$ cat src/rtl/wb_scoreboard_pkg.sv
// Shared widths, the MEM/WB bundle and the RAW-hazard rule for the writeback scoreboard.
// The MEM stage reuses mem_wb_t so both ends of the pipeline register agree on its layout.
package wb_scoreboard_pkg;

    localparam int DATA_W    = 16;
    localparam int NUM_REGS  = 8;
    localparam int REG_SEL_W = 3;
    localparam int CNT_W     = 2;

    localparam logic [CNT_W-1:0] CNT_MAX = '1;

    typedef struct packed {
        logic                 valid;
        logic                 reg_write;
        logic                 mem_to_reg;
        logic [REG_SEL_W-1:0] dst;
        logic [DATA_W-1:0]    alu;
        logic [DATA_W-1:0]    rdata;
        logic                 dump;
    } mem_wb_t;

    // A source is busy if writes remain after any same-cycle retire, which the
    // register file bypasses to the reader.
    function automatic logic raw_busy(input logic [CNT_W-1:0] cnt, input logic retiring);
        return (cnt > CNT_W'(1)) || ((cnt == CNT_W'(1)) && !retiring);
    endfunction

endpackage

$ cat src/rtl/pend_counter.sv
// One saturating up/down pending-write counter; an increment and decrement in
// the same cycle cancel, and overflow/underflow leave the count unchanged.
module pend_counter #(
    parameter int W = 2
) (
    input  logic         clk,
    input  logic         rst_n,
    input  logic         inc,
    input  logic         dec,
    output logic [W-1:0] count,
    output logic         overflow,
    output logic         underflow
);

    logic up;
    logic down;

    assign up        = inc & ~dec;
    assign down      = dec & ~inc;
    assign overflow  = up & (&count);
    assign underflow = down & ~(|count);

    always_ff @(posedge clk or negedge rst_n) begin
        if (!rst_n) begin
            count <= '0;
        end else if (up && !overflow) begin
            count <= count + W'(1);
        end else if (down && !underflow) begin
            count <= count - W'(1);
        end
    end

endmodule

$ cat src/rtl/wb_scoreboard.sv
// Writeback end of the register-file interface: MEM/WB register, writeback mux,
// and per-register pending-write scoreboard that raises the decode stall.
module wb_scoreboard
    import wb_scoreboard_pkg::*;
(
    input  logic                 clk,
    input  logic                 rst_n,
    input  logic                 issue_valid,
    input  logic                 issue_writes,
    input  logic [REG_SEL_W-1:0] issue_dst,
    input  logic [REG_SEL_W-1:0] src1_sel,
    input  logic                 src1_used,
    input  logic [REG_SEL_W-1:0] src2_sel,
    input  logic                 src2_used,
    input  logic                 mem_valid,
    input  logic                 mem_reg_write,
    input  logic                 mem_to_reg,
    input  logic [REG_SEL_W-1:0] mem_dst,
    input  logic [DATA_W-1:0]    mem_alu,
    input  logic [DATA_W-1:0]    mem_rdata,
    input  logic                 mem_dump,
    output logic                 reg_write,
    output logic [REG_SEL_W-1:0] reg_wr_sel,
    output logic [DATA_W-1:0]    write_data,
    output logic                 stall,
    output logic                 wb_dump,
    output logic                 err
);

    // Issue handshake: decode may assert issue_valid only while stall is low.
    // stall never looks at issue_valid, so there is no combinational loop.
    mem_wb_t wb_q;

    logic [NUM_REGS-1:0][CNT_W-1:0] pend;
    logic [NUM_REGS-1:0]            inc;
    logic [NUM_REGS-1:0]            dec;
    logic [NUM_REGS-1:0]            ovf;
    logic [NUM_REGS-1:0]            udf;

    always_ff @(posedge clk or negedge rst_n) begin
        if (!rst_n) begin
            wb_q <= '0;
        end else begin
            wb_q <= '{valid: mem_valid, reg_write: mem_reg_write, mem_to_reg: mem_to_reg,
                      dst: mem_dst, alu: mem_alu, rdata: mem_rdata, dump: mem_dump};
        end
    end

    assign reg_write  = wb_q.valid & wb_q.reg_write;
    assign reg_wr_sel = wb_q.dst;
    assign write_data = wb_q.mem_to_reg ? wb_q.rdata : wb_q.alu;
    assign wb_dump    = wb_q.valid & wb_q.dump;

    for (genvar r = 0; r < NUM_REGS; r++) begin : g_pend
        assign inc[r] = issue_valid & issue_writes & (issue_dst == REG_SEL_W'(r));
        assign dec[r] = reg_write & (reg_wr_sel == REG_SEL_W'(r));

        pend_counter #(.W(CNT_W)) u_cnt (
            .clk       (clk),
            .rst_n     (rst_n),
            .inc       (inc[r]),
            .dec       (dec[r]),
            .count     (pend[r]),
            .overflow  (ovf[r]),
            .underflow (udf[r])
        );
    end

    always_ff @(posedge clk or negedge rst_n) begin
        if (!rst_n) begin
            err <= 1'b0;
        end else if ((|ovf) || (|udf)) begin
            err <= 1'b1;
        end
    end

    logic src1_hazard;
    logic src2_hazard;
    logic dst_full;

    assign src1_hazard = src1_used & raw_busy(pend[src1_sel], reg_write && (reg_wr_sel == src1_sel));
    assign src2_hazard = src2_used & raw_busy(pend[src2_sel], reg_write && (reg_wr_sel == src2_sel));
    assign dst_full    = issue_writes & (pend[issue_dst] == CNT_MAX);
    assign stall       = src1_hazard | src2_hazard | dst_full;

endmodule

$ cat config.mk
export PLATFORM = sky130hd
export DESIGN_NAME = wb_scoreboard
export DESIGN_NICKNAME = d
export VERILOG_FILES = /design/src/rtl/wb_scoreboard_pkg.sv /design/src/rtl/pend_counter.sv /design/src/rtl/wb_scoreboard.sv
export SDC_FILE = /design/constraint.sdc
export NUM_CORES = 1
export LEC_CHECK = 0
export ABC_AREA = 1
export CORE_ASPECT_RATIO = 1.5
export CORE_UTILIZATION = 45
export DETAILED_ROUTE_END_ITERATION = 10
export MAX_ROUTING_LAYER = met4
export PLACE_DENSITY_LB_ADDON = 0.05
export SYNTH_ARGS = -nofsm -noshare
export SYNTH_HDL_FRONTEND = slang
export SYNTH_HIERARCHICAL = 1
export SYNTH_SLANG_ARGS = --single-unit
$ cat constraint.sdc
create_clock -name clk -period 1.55 [get_ports clk]
set_clock_uncertainty 0.15 [all_clocks]
set_input_delay 0.3875 -clock clk [delete_from_list [all_inputs] [get_ports clk]]
set_output_delay 0.3875 -clock clk [all_outputs]
set_load 0.01 [all_outputs]
==> results.toml, run 1 <==
[worst_setup_path]
slowest_stage = "dfrtp_2"
path_common_cell = "nand3_2"
max_stage_delay_ns = 0.47
ff2ff_setup_slack_ns = -0.34
startpoint_type = "register"
worst_setup_path_end_kind = "output port"
path_cells = "or2_4 > nand3_2 > nand2_1 > nor2_1 > nand2_1 > nand3_2 > nand3_2 > buf_6"
arrival_ns = 1.52
reg2reg_to = "err$_DFFE_PN0P_"
crit_required_ns = 1.01
reg2regPathDepth = 11
crit_type = "reg -> out"
timing.rr.start = "wb_q[38]$_DFF_PN0_"
cp_max_fo = 3

[cts]
cts_tree = "done"
cts_buffer_depth = 2
cts_buffers = 5
htree_levels = 2
cts.clk_slew.worst_paths_ns = 0.10
cts-root-buf = "clkbuf_8"
clock_latency_ns = 0.31
cts.sinks = 56

[route]
finalWirelength_um = 10400
drtIter0Drc = 182
wl_per_cell_um = 15.5
drt_pass1_iterations = 4
vias = 3450
postRouteAntennaNets = 0
drc_errors = 0
viasPerCell = 5.13

[cells_and_area]
postLayoutCellArea_sq_mm = 0.00540
antenna_cells = 0
finalNetCount = 650
layout-drive-gt1-share_pct = 43.8
n_fill_cell = 408
layout_common_cells = "nand2_1, buf_6, dfrtp_1"
area_growth_pct = 72.1
final_common_cell = "nand2_1"

[synth]
syn_avg_cell_area_sq_um = 7.17
synth_top_cells_by_area = "dfrtp_1, nand2_1, inv_1"
synth_warnings = 6
syn-num-nets = 491
seq_area_frac_synth_pct = 44.7
synth_area_leader_cell = "dfrtp_1"
syn_area_sq_mm = 0.00313
synth_top_area_share_pct = 44.7
ys_ff_latch = 56
netlist_instances = 437
ys_types = 22

[global_route]
grt_max_degree = 35
grt_pass1_wl_um = 16000
grt_usage_pct = 28.6
grt_pass1_vias = 3510
grt_overflow = 0
antenna_found_initial = 0

[floorplan]
die_area_sq_mm = 0.00731
coreArea_sq_mm = 0.00662
start_util_pct = 47.3
io_pins = 77
rows = 36
die_y_um = 104
die_w_um = 70.1

[min_path]
hold_path.class = "in -> async"

[timing]
slew_viol_final = 0
hold_viol_final = 0
maxSlewHeadroom_pct = 77.6
layout_setup_ws_ns = -0.512
grt_setup_unrepaired = "true"
fin_hold_ws_ns = 0.336
fin_crit_ns = 2.06
fmax_mhz = 485
tightest_slew_ns = 0.336
fin_crit_sh_pct = 133
finalSetupTns_ns = -9.43
setup_viol = 35

[run]
drv_cap = 0

[power_and_ir_drop]
switchingPower_uw = 1650
switching_share_pct = 34.5
internal_power_uw = 3140
p_comb_share_pct = 38.4
ir_worst_vdd_mv = 0.760
p_leak_uw = 0.00260
power_density_mw_per_mm2 = 889
seqPwrFrac_pct = 38.9
total_power_uw = 4800
p_clk_share_pct = 22.7

[place]
dp_slack_ns = -1.15
io_buffers = 76
place.gp.congestion = 0.906
placed_area_sq_mm = 0.00442
dp_hpwl_um = 6630

[run_status]
status = "finished with violations"
violations = "setup timing"
cells in the mapped netlist:
cell type / instances
o211ai_1: 1
buf_4: 4
nand4_1: 2
nor3_1: 2
o21ai_2: 2
or2_2: 1
inv_2: 10
o21ai_0: 5
buf_6: 3
nand2_1: 161
buf_2: 2
a21oi_1: 8
nor4_1: 2
xor2_1: 1
nand3_2: 3
and3_1: 1
nand3_1: 37
inv_1: 58
dfrtp_1: 56
nand2_2: 10
mux2_2: 16
nor2_1: 52
worst max-delay path, delay by kind of cell, from the launching register on:
family	cells	cell delay, ns
AND/OR/NAND/NOR	7	0.63
flip-flops	1	0.47
buffers and inverters	1	0.12
cells by family (layout without fill, tap and decap cells):
family,count (synthesis),after routing,share of synthesized area (%)
XOR/XNOR,1,1,0.279
flip-flops,56,56,44.7
AND/OR/NAND/NOR,271,271,35.9
multiplexers,16,16,5.75
buffers and inverters,77,236,10.5
AO/OA/AOI/OAI,16,16,2.87
stage by stage:
step,utilization (%),std cells
2_1_floorplan,-,437
3_3_place_gp,66.8,638
3_5_place_dp,66.8,638
4_1_cts,76.5,666
5_1_grt,81.5,672
6_report,81.5,672
power groups by stage:
stage / combinational [uW] / sequential, uW / clock (uW)
CTS: 1650 / 1850 / 1110
detailed placement: 1500 / 1870 / 0
global placement: 1460 / 1880 / 0
floorplan: 783 / 1830 / 0
finish: 1840 / 1870 / 1090
global route: 2010 / 1880 / 1180
how the worst max path moves through the flow:
stage	start	end	slack, ns	depth (start not counted)
after floorplan	issue_dst[1]	err$_DFFE_PN0P_	-0.02	9
after global placement	src1_sel[1]	stall	-1.13	11
after detailed placement	issue_dst[0]	stall	-1.15	10
after CTS	g_pend[0].u_cnt/count[1]$_DFFE_PN0P_	stall	-0.53	8
after global routing	reg_wr_sel[0]$_DFF_PN0_	stall	-0.63	9
final	g_pend[0].u_cnt/count[1]$_DFFE_PN0P_	stall	-0.51	8
final cells by class:
cell class              instances  area, sq um  area share (%)
well taps                      76         95.1            1.76
repair buffers                161         1630            30.3
clock buffers                   5         68.8            1.28
inverters                      68          265            4.92
clock inverters                 2         60.1            1.11
flip-flops and latches         56         1400            26.0
multi-input cells             304         1870            34.6
per-layer routing:
| layer | track usage [%] | share of wire (%) | up-vias |
|---|---|---|---|
| li1 | - | - | 1649 |
| met4 | 16.0 | 6.7 | 0 |
| met1 | 30.2 | 34 | 1597 |
| met5 | - | 0 | - |
| met2 | 50.3 | 54 | 145 |
| met3 | 4.26 | 5.0 | 59 |
sequential cells by signal (all words and copies together), names as in the netlist:
| name | count |
|---|---|
| err | 1 |
| reg_wr_sel | 3 |
| g_pend.u_cnt/count | 16 |
| wb_q | 36 |
repair_timing:
action,in CTS,in global routing
hold endpoints to repair,11,0
pin swaps,33,36
setup buffers,22,8
resized for setup,232,87
hold buffers,1,0
setup endpoints to repair,40,37
cloned,2,0
Note: power is estimated with default switching activity, not from simulation.
==> run 2, diff against run 1 <==
Settings changed: GPL_ROUTABILITY_DRIVEN set to 0.
==> results.toml, run 2 (synthesis gave the netlist of run 1 again) <==
[run_status]
status = "finished with violations"
violations = "setup timing"

[cells_and_area]
finalNetCount = 659
area_growth_pct = 63.9
stdcell_count = 682
largest_register_ffs = 36
top_register = "wb_q"
layout-drive-gt1-share_pct = 34.7
final_common_cell = "nand2_1"
n_fill_cell = 470
layout_common_cells = "nand2_1, buf_4, dfrtp_1"
antenna_cells = 0

[global_route]
grt_pass1_vias = 3510
antenna_found_initial = 0
grt_usage_pct = 28.4
grt_overflow = 0
grt_max_degree = 46
grt_pass1_wl_um = 15600

[timing]
fin_crit_ns = 2.09
slew_viol_final = 0
setup_viol = 34
fmax_mhz = 478
fin_crit_sh_pct = 135
maxSlewHeadroom_pct = 81.4
hold_viol_final = 0
tightest_slew_ns = 0.278
grt_setup_unrepaired = "true"
layout_setup_ws_ns = -0.540

[floorplan]
die_w_um = 70.1
die_area_sq_mm = 0.00731
io_pins = 77
start_util_pct = 47.3
coreArea_sq_mm = 0.00662
die_y_um = 104
rows = 36

[cts]
clock_latency_ns = 0.32
cts.clk_slew.worst_paths_ns = 0.10
cts.sinks = 56
cts_buffer_depth = 2
cts-root-buf = "clkbuf_8"
cts_buffers = 5
htree_levels = 2
cts_tree = "done"

[route]
drc_errors = 0
drt_pass1_iterations = 7
postRouteAntennaNets = 0
vias = 3482
finalWirelength_um = 9920
wl_per_cell_um = 14.5
drtIter0Drc = 187
viasPerCell = 5.11

[worst_setup_path]
crit_type = "reg -> out"
path_common_cell = "nand2_1"
arrival_ns = 1.55
startpoint_type = "register"
crit_required_ns = 1.01
cp_max_fo = 4
ff2ff_setup_slack_ns = -0.43
slowest_stage = "dfrtp_2"
worst_setup_path_end_kind = "output port"
path_cells = "buf_6 > nand2_2 > nand2_1 > nor2_1 > nand2_1 > nand2_1 > nand2_1 > nand3_2 > nand3_2 > buf_6"
max_stage_delay_ns = 0.46

[power_and_ir_drop]
switchingPower_uw = 1560
p_leak_uw = 0.00259
internal_power_uw = 2870
switching_share_pct = 35.2
power_density_mw_per_mm2 = 864
p_clk_share_pct = 18.8
total_power_uw = 4440
p_comb_share_pct = 39.5
ir_worst_vdd_mv = 0.903
seqPwrFrac_pct = 41.8

[place]
io_buffers = 76
dp.cells = 650
dp_slack_ns = -1.15
dp_hpwl_um = 6660

[run]
drv_cap = 0

[min_path]
hold_path.class = "in -> async"
==> run 2: changes by cell type in the layout (fill, tap and decap cells not counted), moves of 9 or more <==
| cell | previous run | this run |
|---|---|---|
| inv_2 | 25 | 16 |
| nor2_1 | 26 | 37 |
| nand2_2 | 43 | 13 |
| nand2_1 | 121 | 152 |
| buf_4 | 43 | 70 |
| nor2_4 | 21 | 9 |
| nand3_1 | 27 | 36 |
| inv_1 | 41 | 50 |
| nand3_2 | 13 | 4 |
| buf_6 | 57 | 38 |
==> run 2: final cells by class <==
class | count | area, sq um | area share, %
Multi-Input combinational cell | 304 | 1630 | 31.7
Sequential cell | 56 | 1410 | 27.4
Clock inverter | 1 | 7.51 | 0.146
Clock buffer | 7 | 86.3 | 1.68
Inverter | 68 | 265 | 5.16
Timing Repair Buffer | 170 | 1650 | 32.1
Tap cell | 76 | 95.1 | 1.85
==> run 2: layer usage <==
layer	global-route usage, %	wire (um)
met1	28.0	3330
met2	50.4	5330
met3	4.94	554
met4	18.1	699
met5	-	0
==> run 2: final timing paths <==
check	cells past startpoint	end	start
max in group asynchronous	3	wb_q[16]$_DFF_PN0_	rst_n
hold reg to reg	2	err$_DFFE_PN0P_	err$_DFFE_PN0P_
min in group clk	1	reg_wr_sel[0]$_DFF_PN0_	mem_dst[0]
setup reg to reg	13	g_pend[5].u_cnt/count[1]$_DFFE_PN0P_	reg_wr_sel[1]$_DFF_PN0_
hold / removal	2	wb_q[11]$_DFF_PN0_	rst_n
setup / recovery	10	stall	reg_wr_sel[1]$_DFF_PN0_
==> run 2: critical path: cells and delay by family, from the launching register on <==
kind	cells	cell delay [ns]
buf+inv	2	0.25
simple gates	8	0.52
flops	1	0.46
==> run 2: power groups by stage <==
stage	clock [uW]	sequential [uW]	combinational [uW]
finish	832	1850	1750
global route	927	1870	1940
CTS	859	1840	1670
detailed placement	0	1860	1550
global placement	0	1870	1510
floorplan	0	1830	783
==> run 2: repair_timing <==
item | 4_1_cts | 5_1_grt
setup buffers | 24 | 2
gates resized for setup | 186 | 38
hold buffers | 1 | 0
setup endpoints to repair | 40 | 37
gates cloned | 3 | 1
endpoints found under the hold margin | 56 | 0
pin swaps | 24 | 3
==> run 2: per-stage QoR <==
stage	hold slack (ns)	utilization, %	instance area (sq um)	TNS (ns)
after floorplan	-0.0581	-	3160	-0.0192
after global placement	0.0538	68.0	4500	-17.30
after detailed placement	0.0596	68.0	4500	-17.80
after CTS	0.258	75.5	5000	-8.53
after global routing	0.280	77.6	5140	-11.67
final	0.279	77.6	5140	-9.42
